### src/rtl/fractcam_pkg.sv
// +----------------------------------------------------------------------+
// | fractcam_pkg : shared FSM encodings and helpers for the fractcam path |
// | Rev 1.0                                                               |
// +----------------------------------------------------------------------+
`default_nettype none

package fractcam_pkg;

  typedef enum logic [1:0] {
    ST_IDLE = 2'd0,
    ST_ACC  = 2'd1,
    ST_OUT  = 2'd2
  } state_t;

  function automatic int clog2(input int value);
    int r;
    r = 0;
    while ((1 << r) < value) r = r + 1;
    return r;
  endfunction

endpackage

`default_nettype wire

### src/rtl/andD2.sv
// +----------------------------------------------------------------------+
// | andD2 : D-bit two-input bitwise AND primitive                         |
// | Rev 1.0                                                               |
// +----------------------------------------------------------------------+
`default_nettype none

module andD2 #(
  parameter int D = 64
) (
  input  logic [D-1:0] a,
  input  logic [D-1:0] b,
  output logic [D-1:0] y
);

  assign y = a & b;

endmodule

`default_nettype wire

### src/rtl/mvec_prio_enc.sv
// +----------------------------------------------------------------------+
// | mvec_prio_enc : lowest-set-bit index and any-hit flag of a D-bit vec  |
// | Rev 1.0                                                               |
// +----------------------------------------------------------------------+
`default_nettype none

module mvec_prio_enc import fractcam_pkg::*; #(
  parameter  int D     = 64,
  localparam int IDX_W = clog2(D)
) (
  input  logic [D-1:0]     vec,
  output logic [IDX_W-1:0] idx,
  output logic             hit
);

  // Scanning downward lets the lowest set bit be the last write.
  always_comb begin
    idx = '0;
    for (int i = D - 1; i >= 0; i--) begin
      if (vec[i]) idx = IDX_W'(i);
    end
  end

  assign hit = |vec;

endmodule

`default_nettype wire

### src/rtl/mvec_and_seq.sv
// +----------------------------------------------------------------------+
// | mvec_and_seq : folds SEGS streamed match vectors through one shared   |
// |                AND stage into a single result with hit/index/tag     |
// | Rev 1.0                                                               |
// +----------------------------------------------------------------------+
`default_nettype none

module mvec_and_seq import fractcam_pkg::*; #(
  parameter  int D     = 64,
  parameter  int SEGS  = 4,
  parameter  int ID_W  = 8,
  localparam int IDX_W = clog2(D)
) (
  input  logic             clk,
  input  logic             rst_n,
  input  logic [D-1:0]     s_mvec,
  input  logic [ID_W-1:0]  s_id,
  input  logic             s_last,
  input  logic             s_valid,
  output logic             s_ready,
  output logic [D-1:0]     m_mvec,
  output logic             m_hit,
  output logic [IDX_W-1:0] m_idx,
  output logic [ID_W-1:0]  m_id,
  output logic             m_err,
  output logic             m_valid,
  input  logic             m_ready
);

  localparam int CNT_W = clog2(SEGS + 1);
  localparam logic [CNT_W-1:0] c_cnt_one  = CNT_W'(1);
  localparam logic [CNT_W-1:0] c_cnt_segs = CNT_W'(SEGS);

  state_t           r_state;
  state_t           w_state_nxt;
  logic [D-1:0]     r_acc;
  logic [D-1:0]     w_and;
  logic [D-1:0]     w_result;
  logic [CNT_W-1:0] r_cnt;
  logic [CNT_W-1:0] w_cnt_nxt;
  logic [ID_W-1:0]  r_id;
  logic [ID_W-1:0]  w_id;
  logic             w_accept;
  logic             w_first;
  logic             w_full;
  logic             w_term;
  logic             w_err;

  assign s_ready  = (r_state != ST_OUT) || m_ready;
  assign w_accept = s_valid && s_ready;

  // Any beat taken outside ACC (IDLE, or OUT during a handshake) opens a search.
  assign w_first   = (r_state != ST_ACC);
  assign w_cnt_nxt = w_first ? c_cnt_one : r_cnt + c_cnt_one;
  assign w_full    = (w_cnt_nxt == c_cnt_segs);
  assign w_term    = s_last || w_full;
  assign w_err     = s_last != w_full;
  assign w_id      = w_first ? s_id : r_id;

  andD2 #(.D(D)) u_and (
    .a (r_acc),
    .b (s_mvec),
    .y (w_and)
  );

  assign w_result = w_first ? s_mvec : w_and;

  always_ff @(posedge clk or negedge rst_n) begin
    if (!rst_n) r_state <= ST_IDLE;
    else        r_state <= w_state_nxt;
  end

  always_comb begin
    w_state_nxt = r_state;
    if (w_accept)                         w_state_nxt = w_term ? ST_OUT : ST_ACC;
    else if (r_state == ST_OUT && m_ready) w_state_nxt = ST_IDLE;
  end

  always_ff @(posedge clk or negedge rst_n) begin
    if (!rst_n) begin
      r_acc   <= '0;
      r_cnt   <= '0;
      r_id    <= '0;
      m_mvec  <= '0;
      m_id    <= '0;
      m_err   <= 1'b0;
      m_valid <= 1'b0;
    end else begin
      if (r_state == ST_OUT && m_ready) m_valid <= 1'b0;
      if (w_accept) begin
        r_acc <= w_result;
        r_cnt <= w_cnt_nxt;
        r_id  <= w_id;
        if (w_term) begin
          m_mvec  <= w_err ? '0 : w_result;
          m_id    <= w_id;
          m_err   <= w_err;
          m_valid <= 1'b1;
        end
      end
    end
  end

  mvec_prio_enc #(.D(D)) u_prio (
    .vec (m_mvec),
    .idx (m_idx),
    .hit (m_hit)
  );

endmodule

`default_nettype wire

### config.mk
export PLATFORM = sky130hd
export DESIGN_NAME = mvec_and_seq
export DESIGN_NICKNAME = d
export VERILOG_FILES = /design/src/rtl/fractcam_pkg.sv /design/src/rtl/andD2.sv /design/src/rtl/mvec_prio_enc.sv /design/src/rtl/mvec_and_seq.sv
export SDC_FILE = /design/constraint.sdc
export NUM_CORES = 1
export LEC_CHECK = 0
export ABC_AREA = 1
export BUFFER_PORTS_ARGS = -buffer_cell sky130_fd_sc_hd__buf_2
export CAP_MARGIN = 20
export CORE_ASPECT_RATIO = 0.8
export CORE_UTILIZATION = 48
export CTS_BUF_LIST = sky130_fd_sc_hd__clkbuf_16
export DETAILED_ROUTE_END_ITERATION = 7
export GPL_ROUTABILITY_DRIVEN = 0
export PLACE_DENSITY = 0.72
export SYNTH_ARGS = -nofsm -noshare
export SYNTH_HDL_FRONTEND = slang
export SYNTH_SLANG_ARGS = --single-unit
### constraint.sdc
create_clock -name clk -period 3.2 [get_ports clk]
set_input_delay 0.32 -clock clk [delete_from_list [all_inputs] [get_ports clk]]
set_output_delay 0.32 -clock clk [all_outputs]
set_load 0.02 [all_outputs]
==> impl_metrics.tcl, run 1 <==
set metrics [dict create \
    status "finished with violations" \
    violations "negative setup slack" \
    synth-seq-area-share 0.574 \
    netlist_top_cells_count "nand2_1, dfrtp_1, o21ai_0" \
    die_area_sq_um 14200 \
    regArea_sq_um 3780 \
    first_pass_iters 5 \
    yosysUniqueCellTypes 30 \
    grtUsageTotal 0.250 \
    crit_path_frequent_cell "nand2_1" \
    dp_cells 1084 \
    synth_top_area_frac 0.574 \
    critPathLaunch "m_mvec[62]" \
    setup_viol 2 \
    row_count 37 \
    grt_max_degree 92 \
    syn_area_sq_um 6580 \
    min_period_ns 4.51 \
    io_pins 159 \
    start_util 0.502 \
    pre_cts_slack_ns -0.878 \
    avgSynthCellArea_sq_um 8.74 \
    overflow 0 \
    clockBufferDepth 2 \
    worstHoldPathType "in2reg" \
    finalNonFillerCells 1120 \
    path_max_fanout 2 \
    clk_pin_slew_ns 0.06 \
    cp.required_ns 2.88 \
    synth_cells 753 \
    cts_max_level 4 \
    fmax_mhz 222 \
    dieWidth_um 133 \
    tightest_slew_ns 0.851 \
    first_global_vias 5578 \
    core_sq_um 13100 \
    setup_ws_ns -1.31 \
    reg2regPathDepth 11 \
    yosysWarnings 0 \
    synth-edff-count 0 \
    period_share 1.41 \
    rr_endpoint "m_mvec[31]" \
    crit_slowest_cell "dfrtp_2" \
    async_flop_share 1.00 \
    numCtsBuffers 17 \
    crit_end "m_idx[0]" \
    r2r-start "r_state[0]" \
    nFillCells 1124 \
    cts_tree "built" \
    max_stage_delay_ns 0.41 \
    worstSetupPathType "reg2out" \
    finClkSkew_ns 0.0116 \
    final-hold-violation-count 0 \
    drv_cap 0 \
    port_buffers 158 \
    wl_per_cell_um 15.0 \
    slew-limit-headroom 0.432 \
    drt_iter0_markers 409 \
    clock_latency_ns 0.42 \
    rsz0062_at_grt "yes" \
    arrival_ns 4.19 \
    num_vias 5813 \
    wirelength_um 16800 \
    ys_ff_latch 151 \
    final_layout_size_suffix_gt1_frac 0.266 \
    nets 1011 \
    synth.most_common_cell "nand2_1" \
    slew_viol_final 0 \
    root_buffer "clkbuf_16" \
    antenna_found_initial 1 \
    antennaDiodeCount 0 \
    ir_drop_uv 430 \
    die_h_um 107 \
    avgViaCountPerCell 5.19 \
    r2r_slack_ns 0.70 \
    drcViolationCount 0 \
    clock_sinks 151 \
    grt_pass1_wl_um 27900 \
    synthTopCellsByArea "dfrtp_1, nand2_1, o21ai_0, o22ai_1, inv_1" \
    hpwl_um 11300 \
    multi_input_area_sq_um 2420 \
    tns_ns -1.80 \
    synth_largest_area_cell "dfrtp_1" \
    p_leak_nw 4.35 \
    critPathLaunchType "flip-flop" \
    crit_path_end_kind "primary output" \
    area_growth_syn_to_layout_pct 28.2 \
    p_per_area_nw_per_um2 700 \
    synth_nets 832 \
    antenna_left 0 \
    synthFlopType "dfrtp_1" \
]
critical path: cells and delay by family, from the launching register on:
family	cells	cell delay, ns
buffers and inverters	2	0.20
AND/OR/NAND/NOR	61	3.05
flip-flops	1	0.41
AO/OA/AOI/OAI	1	0.13
per-layer routing:
layer  global-route usage  vias to the layer above  share of wire
li1                     -                     2878              -
met4               0.0690                        2         0.0081
met2                0.381                      163           0.46
met3               0.0544                       11          0.059
met5                    0                        -        0.00083
met1                0.361                     2759           0.48
cell usage in the layout, fill, tap and decap left out, types with 6 or more instances in the layout:
| cell type | netlist | final |
|---|---|---|
| clkbuf_16 | 0 | 17 |
| o22ai_1 | 63 | 63 |
| buf_2 | 0 | 155 |
| nand2_1 | 213 | 210 |
| inv_1 | 65 | 62 |
| mux2i_1 | 8 | 8 |
| inv_6 | 0 | 7 |
| inv_2 | 4 | 7 |
| dfrtp_1 | 151 | 150 |
| o211ai_1 | 19 | 19 |
| nand3_1 | 6 | 6 |
| o21ai_0 | 111 | 110 |
| nor2_1 | 51 | 49 |
| buf_4 | 0 | 35 |
power by group:
part           internal [mW]  leakage [nW]  switching, mW
logic                  0.597          2.16          0.971
registers               2.21          1.92          0.193
clock network           1.09         0.271          0.846
metrics by stage:
stage / power, mW / area (sq um) / hold slack [ns] / util
2_1_floorplan: 3.37 / 6590 / 0.0244 / -
3_3_place_gp: 3.91 / 7770 / 0.224 / 0.593
3_5_place_dp: 3.94 / 7770 / 0.222 / 0.593
4_1_cts: 5.90 / 8370 / 0.137 / 0.639
5_1_grt: 6.25 / 8440 / 0.154 / 0.644
6_report: 5.91 / 8440 / 0.155 / 0.644
registers in the layout (all words and copies together), names as in the netlist:
| register | count |
|---|---|
| m_mvec | 64 |
| r_acc | 64 |
| m_id | 8 |
| r_state | 2 |
| m_valid | 1 |
| r_id | 8 |
| r_cnt | 3 |
| m_err | 1 |
logic make-up (layout without fill, tap and decap cells):
group                      count (synthesis)  after routing  synth area share
and+or+nand+nor                          276            276             0.161
DFF                                      151            151             0.574
AOI/OAI and AO/OA                        205            205             0.179
muxes                                      8              8            0.0122
buffers and inverters                    110            302            0.0690
adders and majority gates                  2              2           0.00380
xor gates and xnor gates                   1              1           0.00133
worst min-delay path by stage:
stage | slack [ns] | end | start | cells after the start
global placement | 0.22 | m_id[0] | rst_n | 1
global route | 0.15 | r_state[0] | s_valid | 2
CTS | 0.14 | r_state[0] | s_valid | 2
detailed placement | 0.22 | m_id[0] | rst_n | 1
floorplan | 0.02 | m_err | rst_n | 0
finish | 0.15 | r_state[0] | s_valid | 2
what timing repair did:
item / in CTS / in global routing
pin swaps: 2 / 6
endpoints found under the setup margin: 2 / 3
buffers inserted: 2 / 1
endpoints found under the hold margin: 32 / 0
gates resized for setup: 3 / 14
hold buffers: 1 / 0
cell type report:
class | instances | share of cell area
Sequential cell | 151 | 0.448
Multi-Input combinational cell | 492 | 0.287
Timing Repair Buffer | 197 | 0.134
Clock buffer | 17 | 0.0504
Inverter | 73 | 0.0374
Tap cell | 175 | 0.0259
Clock inverter | 15 | 0.0169
No activity file was read; power rests on OpenSTA's default activity.
==> run 2: changes to the inputs <==
--- a/config.mk
+++ b/config.mk
@@ -6,7 +6,7 @@
 export NUM_CORES = 1
 export LEC_CHECK = 0
 export ABC_AREA = 1
-export BUFFER_PORTS_ARGS = -buffer_cell sky130_fd_sc_hd__buf_2
+export BUFFER_PORTS_ARGS = -buffer_cell sky130_fd_sc_hd__buf_4
 export CAP_MARGIN = 20
 export CORE_ASPECT_RATIO = 0.8
 export CORE_UTILIZATION = 48
==> impl_metrics.tcl, run 2 (synthesis gave the netlist of run 1 again) <==
set metrics [dict create \
    cts_max_level 4 \
    tightest_slew_ns 0.881 \
    fin_hold_ws_ns -0.0549 \
    grt_pass1_wl_um 28800 \
    io_pins 159 \
    p_per_area_nw_per_um2 682 \
    reg2regPathDepth 8 \
    drt_iter0_markers 446 \
    antenna_left 0 \
    avgViaCountPerCell 5.30 \
    final_cell_mix "nand2_1, buf_4, dfrtp_1" \
    cp.required_ns 2.88 \
    first_global_vias 5845 \
    num_vias 5930 \
    grtUsageTotal 0.263 \
    tns_ns -1.90 \
    drv_cap 0 \
    rr_endpoint "m_mvec[33]" \
    r2r-start "r_state[1]" \
    r2r_slack_ns 0.80 \
    clockBufferDepth 2 \
    slew-limit-headroom 0.413 \
    cts_hold_buf 0 \
    final_common_cell "nand2_1" \
    finalInstanceArea_sq_um 8790 \
    final-hold-violation-count 25 \
    setup_ws_ns -1.37 \
    finClkSkew_ns 0.00980 \
    clock_latency_ns 0.43 \
    grt_max_degree 96 \
    antennaDiodeCount 0 \
    wl_per_cell_um 15.9 \
    cts_tree "built" \
    slew_viol_final 0 \
    reg_top3 "m_mvec (64), r_acc (64)" \
    p_leak_nw 4.42 \
    clock_sinks 151 \
    max_stage_delay_ns 0.41 \
    overflow 0 \
    antenna_found_initial 0 \
    wirelength_um 17700 \
    violations "negative hold slack, negative setup slack" \
    root_buffer "clkbuf_16" \
    rsz0062_at_grt "yes" \
    min_period_ns 4.57 \
    start_util 0.502 \
    fmax_mhz 219 \
    area_growth_syn_to_layout_pct 33.5 \
    die_area_sq_um 14200 \
    crit_path_end_kind "primary output" \
    clk_pin_slew_ns 0.06 \
    crit_slowest_cell "dfrtp_2" \
    numCtsBuffers 17 \
    critPathLaunchType "flip-flop" \
    status "finished with violations" \
    die_h_um 107 \
    port_buffers 158 \
    ir_drop_uv 399 \
    setup_viol 2 \
    placed_area_sq_um 8160 \
    first_pass_iters 5 \
    multi_input_area_sq_um 2430 \
    nFillCells 1076 \
    period_share 1.43 \
    arrival_ns 4.25 \
    nets 1009 \
    dieWidth_um 133 \
    crit_path_frequent_cell "nand2_1" \
    regArea_sq_um 3780 \
    path_max_fanout 2 \
    final_layout_size_suffix_gt1_frac 0.267 \
    fin_total_pwr_mw 5.99 \
    hpwl_um 11900 \
    worstHoldPathType "in2async" \
    pre_cts_slack_ns -0.880 \
    row_count 37 \
    worstSetupPathType "reg2out" \
    drcViolationCount 0 \
    core_sq_um 13100 \
]
-- run 2: cell count changes in the layout (fill, tap and decap cells not counted), moves of 3 or more --
cell      previous run  this run
buf_2              155         0
inv_6                7         2
nand2_1            210       206
clkinv_4             1         4
nand2_2              2         6
buf_4               35       191
-- run 2: worst max path at each step --
stage | slack (ns) | start | end
floorplan | -0.44 | m_mvec[62] | m_idx[0]
global placement | -0.81 | m_mvec[62] | m_idx[0]
detailed placement | -0.88 | m_mvec[62] | m_idx[0]
CTS | -1.35 | m_mvec[62] | m_idx[0]
global route | -1.96 | m_mvec[62] | m_idx[0]
finish | -1.37 | m_mvec[62] | m_idx[0]
-- run 2: power breakdown --
part           switching, mW  total (mW)  internal (mW)  leakage, nW
combinational          0.996        1.70          0.704         2.23
sequential             0.205        2.42           2.21         1.92
clock                  0.808        1.88           1.07        0.263
total                   2.01        5.99           3.98         4.42
-- run 2: per-stage QoR --
step | utilization | instances
final | 0.671 | 1118
after CTS | 0.666 | 1117
after detailed placement | 0.623 | 1085
after global routing | 0.671 | 1118
after global placement | 0.623 | 1085
after floorplan | - | 753
-- run 2: final cells by class --
| type | instances | share of cell area |
|---|---|---|
| sequential | 151 | 0.430 |
| clock inverter | 15 | 0.0149 |
| inverter | 73 | 0.0359 |
| timing repair buffer | 195 | 0.169 |
| tap | 175 | 0.0249 |
| clock buffer | 17 | 0.0484 |
| multi-input combinational | 492 | 0.277 |
-- run 2: per-layer routing --
layer	GRT usage	part of all wire	vias up
met2	0.410	0.47	175
met5	0	0	-
met1	0.349	0.45	2852
met3	0.0662	0.057	32
met4	0.117	0.024	0
li1	-	-	2871
-- run 2: critical path: cells and delay by family (launching register included) --
kind | cells | cell delay (ns)
flip-flops | 1 | 0.41
AND/OR/NAND/NOR | 61 | 3.06
AO/OA/AOI/OAI | 1 | 0.14
buffers and inverters | 2 | 0.20
-- run 2: repair_timing --
action,in CTS,in global routing
pin swaps,1,4
buffers inserted,0,1
resized for setup,2,15
endpoints found under the setup margin,2,3
endpoints found under the hold margin,0,0
==> run 3: changes to the inputs <==
--- a/config.mk
+++ b/config.mk
@@ -5,15 +5,15 @@
 export SDC_FILE = /design/constraint.sdc
 export NUM_CORES = 1
 export LEC_CHECK = 0
-export ABC_AREA = 1
+export ABC_AREA = 0
 export BUFFER_PORTS_ARGS = -buffer_cell sky130_fd_sc_hd__buf_4
 export CAP_MARGIN = 20
 export CORE_ASPECT_RATIO = 0.8
-export CORE_UTILIZATION = 48
+export CORE_UTILIZATION = 49
 export CTS_BUF_LIST = sky130_fd_sc_hd__clkbuf_16
 export DETAILED_ROUTE_END_ITERATION = 7
 export GPL_ROUTABILITY_DRIVEN = 0
-export PLACE_DENSITY = 0.72
+export PLACE_DENSITY = 0.73
 export SYNTH_ARGS = -nofsm -noshare
 export SYNTH_HDL_FRONTEND = slang
 export SYNTH_SLANG_ARGS = --single-unit
==> impl_metrics.tcl, run 3 <==
set metrics [dict create \
    status "complete, no violations" \
    tns_ns 0 \
    p_seq_frac 0.408 \
    p_leak_nw 4.11 \
    tightest_slew_ns 1.14 \
    clock_latency_ns 0.43 \
    row_count 38 \
    clockBufferDepth 2 \
    root_buffer "clkbuf_16" \
    use_met3 0.0694 \
    start_util 0.504 \
    antenna_left 0 \
    port_buffers 158 \
    met2_usage 0.435 \
    synth-seq-area-share 0.549 \
    power_switching_mw 2.00 \
    ir_drop_uv 404 \
    pwr-share-clk 0.343 \
    finalInstanceArea_sq_um 8820 \
    antenna_found_initial 0 \
    reg_top3 "m_mvec (64), r_acc (64)" \
    dieWidth_um 134 \
    synthTopCellsByArea "dfrtp_1, o2111ai_1, o22a_1, nand2_1, nor2_1" \
    avgSynthCellArea_sq_um 10.4 \
    cp.required_ns 2.88 \
    ys_ff_latch 151 \
    nFillCells 1126 \
    netlist_top_cells_count "dfrtp_1, nand2_1, o2111ai_1" \
    final_layout_size_suffix_gt1_frac 0.257 \
    first_pass_iters 5 \
    cts_tree "built" \
    die_h_um 108 \
    io_pins 159 \
    synth_largest_area_cell "dfrtp_1" \
    combPwrFrac 0.248 \
    wl_per_cell_um 19.7 \
    core_sq_um 13600 \
    synth_top_area_frac 0.549 \
    grt_use_met1 0.388 \
    num_vias 6100 \
    synth.most_common_cell "dfrtp_1" \
    nets 882 \
    hpwl_um 13300 \
    synth_cells 662 \
    final_common_cell "buf_4" \
    finClkSkew_ns 0.0133 \
    internal-power_mw 4.27 \
    syn_area_sq_um 6880 \
    arrival_ns 2.41 \
    grt_max_degree 93 \
    antennaDiodeCount 0 \
    grtUsageTotal 0.282 \
    async_flop_share 1.00 \
    rsz0062_at_grt "no" \
    avgViaCountPerCell 6.12 \
    numCtsBuffers 17 \
    clock_sinks 151 \
    die_area_sq_um 14500 \
    slew-limit-headroom 0.241 \
    final-hold-violation-count 0 \
    p_per_area_nw_per_um2 711 \
    area_growth_syn_to_layout_pct 28.3 \
    drt_iter0_markers 445 \
    path_max_fanout 6 \
    clk_pin_slew_ns 0.06 \
    slew_viol_final 0 \
    crit_path_end_kind "primary output" \
    grt_pass1_wl_um 31300 \
    wirelength_um 19700 \
    fmax_mhz 366 \
    period_share 0.854 \
    critPathLaunchType "flip-flop" \
    setup_viol 0 \
    yosysUniqueCellTypes 49 \
    overflow 0 \
    final_cell_mix "buf_4, dfrtp_1, nand2_1" \
    worstHoldPathType "in2reg" \
    drv_cap 0 \
    synthFlopType "dfrtp_1" \
    cts_max_level 4 \
    drcViolationCount 0 \
    grt_most_used_layer "met2" \
    worstSetupPathType "reg2out" \
    placed_area_sq_um 8180 \
    synth-edff-count 0 \
    first_global_vias 5916 \
    yosysWarnings 0 \
    synth_nets 741 \
    power_switching_share 0.319 \
    min_period_ns 2.73 \
]
-- run 3: changes by cell type in the layout (fill, tap and decap cells not counted), sizes merged, moves of 8 or more --
| cell | delta |
|---|---|
| a21oi | +10 |
| buf | -27 |
| inv | -50 |
| mux2 | +8 |
| nand2 | -82 |
| nor2 | -11 |
| nor3 | +14 |
| nor4 | +12 |
| o2111ai | +66 |
| o211ai | -17 |
| o21ai | -83 |
| o22a | +64 |
| o22ai | -62 |
| or4 | +8 |
-- run 3: final timing paths --
| kind | start | to | slack, ns | cells after the start |
|---|---|---|---|---|
| max reg2reg | r_state[0] | m_err | 0.68 | 9 |
| max in group asynchronous | rst_n | r_acc[62] | 1.97 | 3 |
| min in group asynchronous | rst_n | m_mvec[26] | 0.39 | 2 |
| min | s_mvec[11] | r_acc[11] | 0.13 | 2 |
| max | m_mvec[12] | m_idx[0] | 0.47 | 5 |
| min reg2reg | m_valid | m_valid | 0.48 | 2 |
-- run 3: per-layer routing --
layer,up-vias,wire [um]
met2,237,9270
li1,2786,-
met5,-,0
met1,3052,8770
met4,0,294
met3,25,1320
-- run 3: kinds of logic after synthesis --
group / Yosys count / share of synthesized area
buffers and inverters: 63 / 0.0462
XOR/XNOR: 1 / 0.00127
adder cells (fa/ha/maj): 2 / 0.00364
AND/OR/NAND/NOR: 233 / 0.150
AO/OA/AOI/OAI: 203 / 0.231
flip-flops: 151 / 0.549
multiplexers: 9 / 0.0178
-- run 3: through the flow --
step	hold WS (ns)	instances	power, mW	utilization	setup slack (ns)
after floorplan	0.0244	662	3.44	-	0.955
after global placement	0.268	963	4.07	0.599	0.800
after detailed placement	0.275	963	4.14	0.599	0.707
after CTS	0.117	996	6.31	0.646	0.453
after global routing	0.124	996	6.57	0.646	0.327
final	0.129	996	6.27	0.646	0.467
-- run 3: layout make-up --
class                   instances  area (sq um)  share of cell area
clock buffers                  17           425              0.0482
clock inverters                15           210              0.0238
flip-flops and latches        151          3780               0.428
well taps                     180           225              0.0255
repair buffers                169          1330               0.150
inverters                      16          60.1             0.00681
multi-input cells             448          2800               0.317
-- run 3: critical path, stage by stage (launching register included) --
cell and delay (ns):
dfrtp_1 0.44, or3_1 0.39, nor3_1 0.40, nand2_1 0.11, o311ai_1 0.42, buf_4 0.22
-- run 3: power groups by stage --
stage	clock (mW)	sequential [mW]	combinational, mW
floorplan	0	2.67	0.770
global placement	0	2.56	1.51
detailed placement	0	2.58	1.56
CTS	2.19	2.55	1.57
global route	2.27	2.60	1.70
finish	2.15	2.56	1.56
-- run 3: what timing repair did --
action / in CTS / in global routing
hold endpoints to repair: 45 / 0
resized for setup: 0 / 0
hold buffers: 1 / 0
setup buffers: 0 / 0
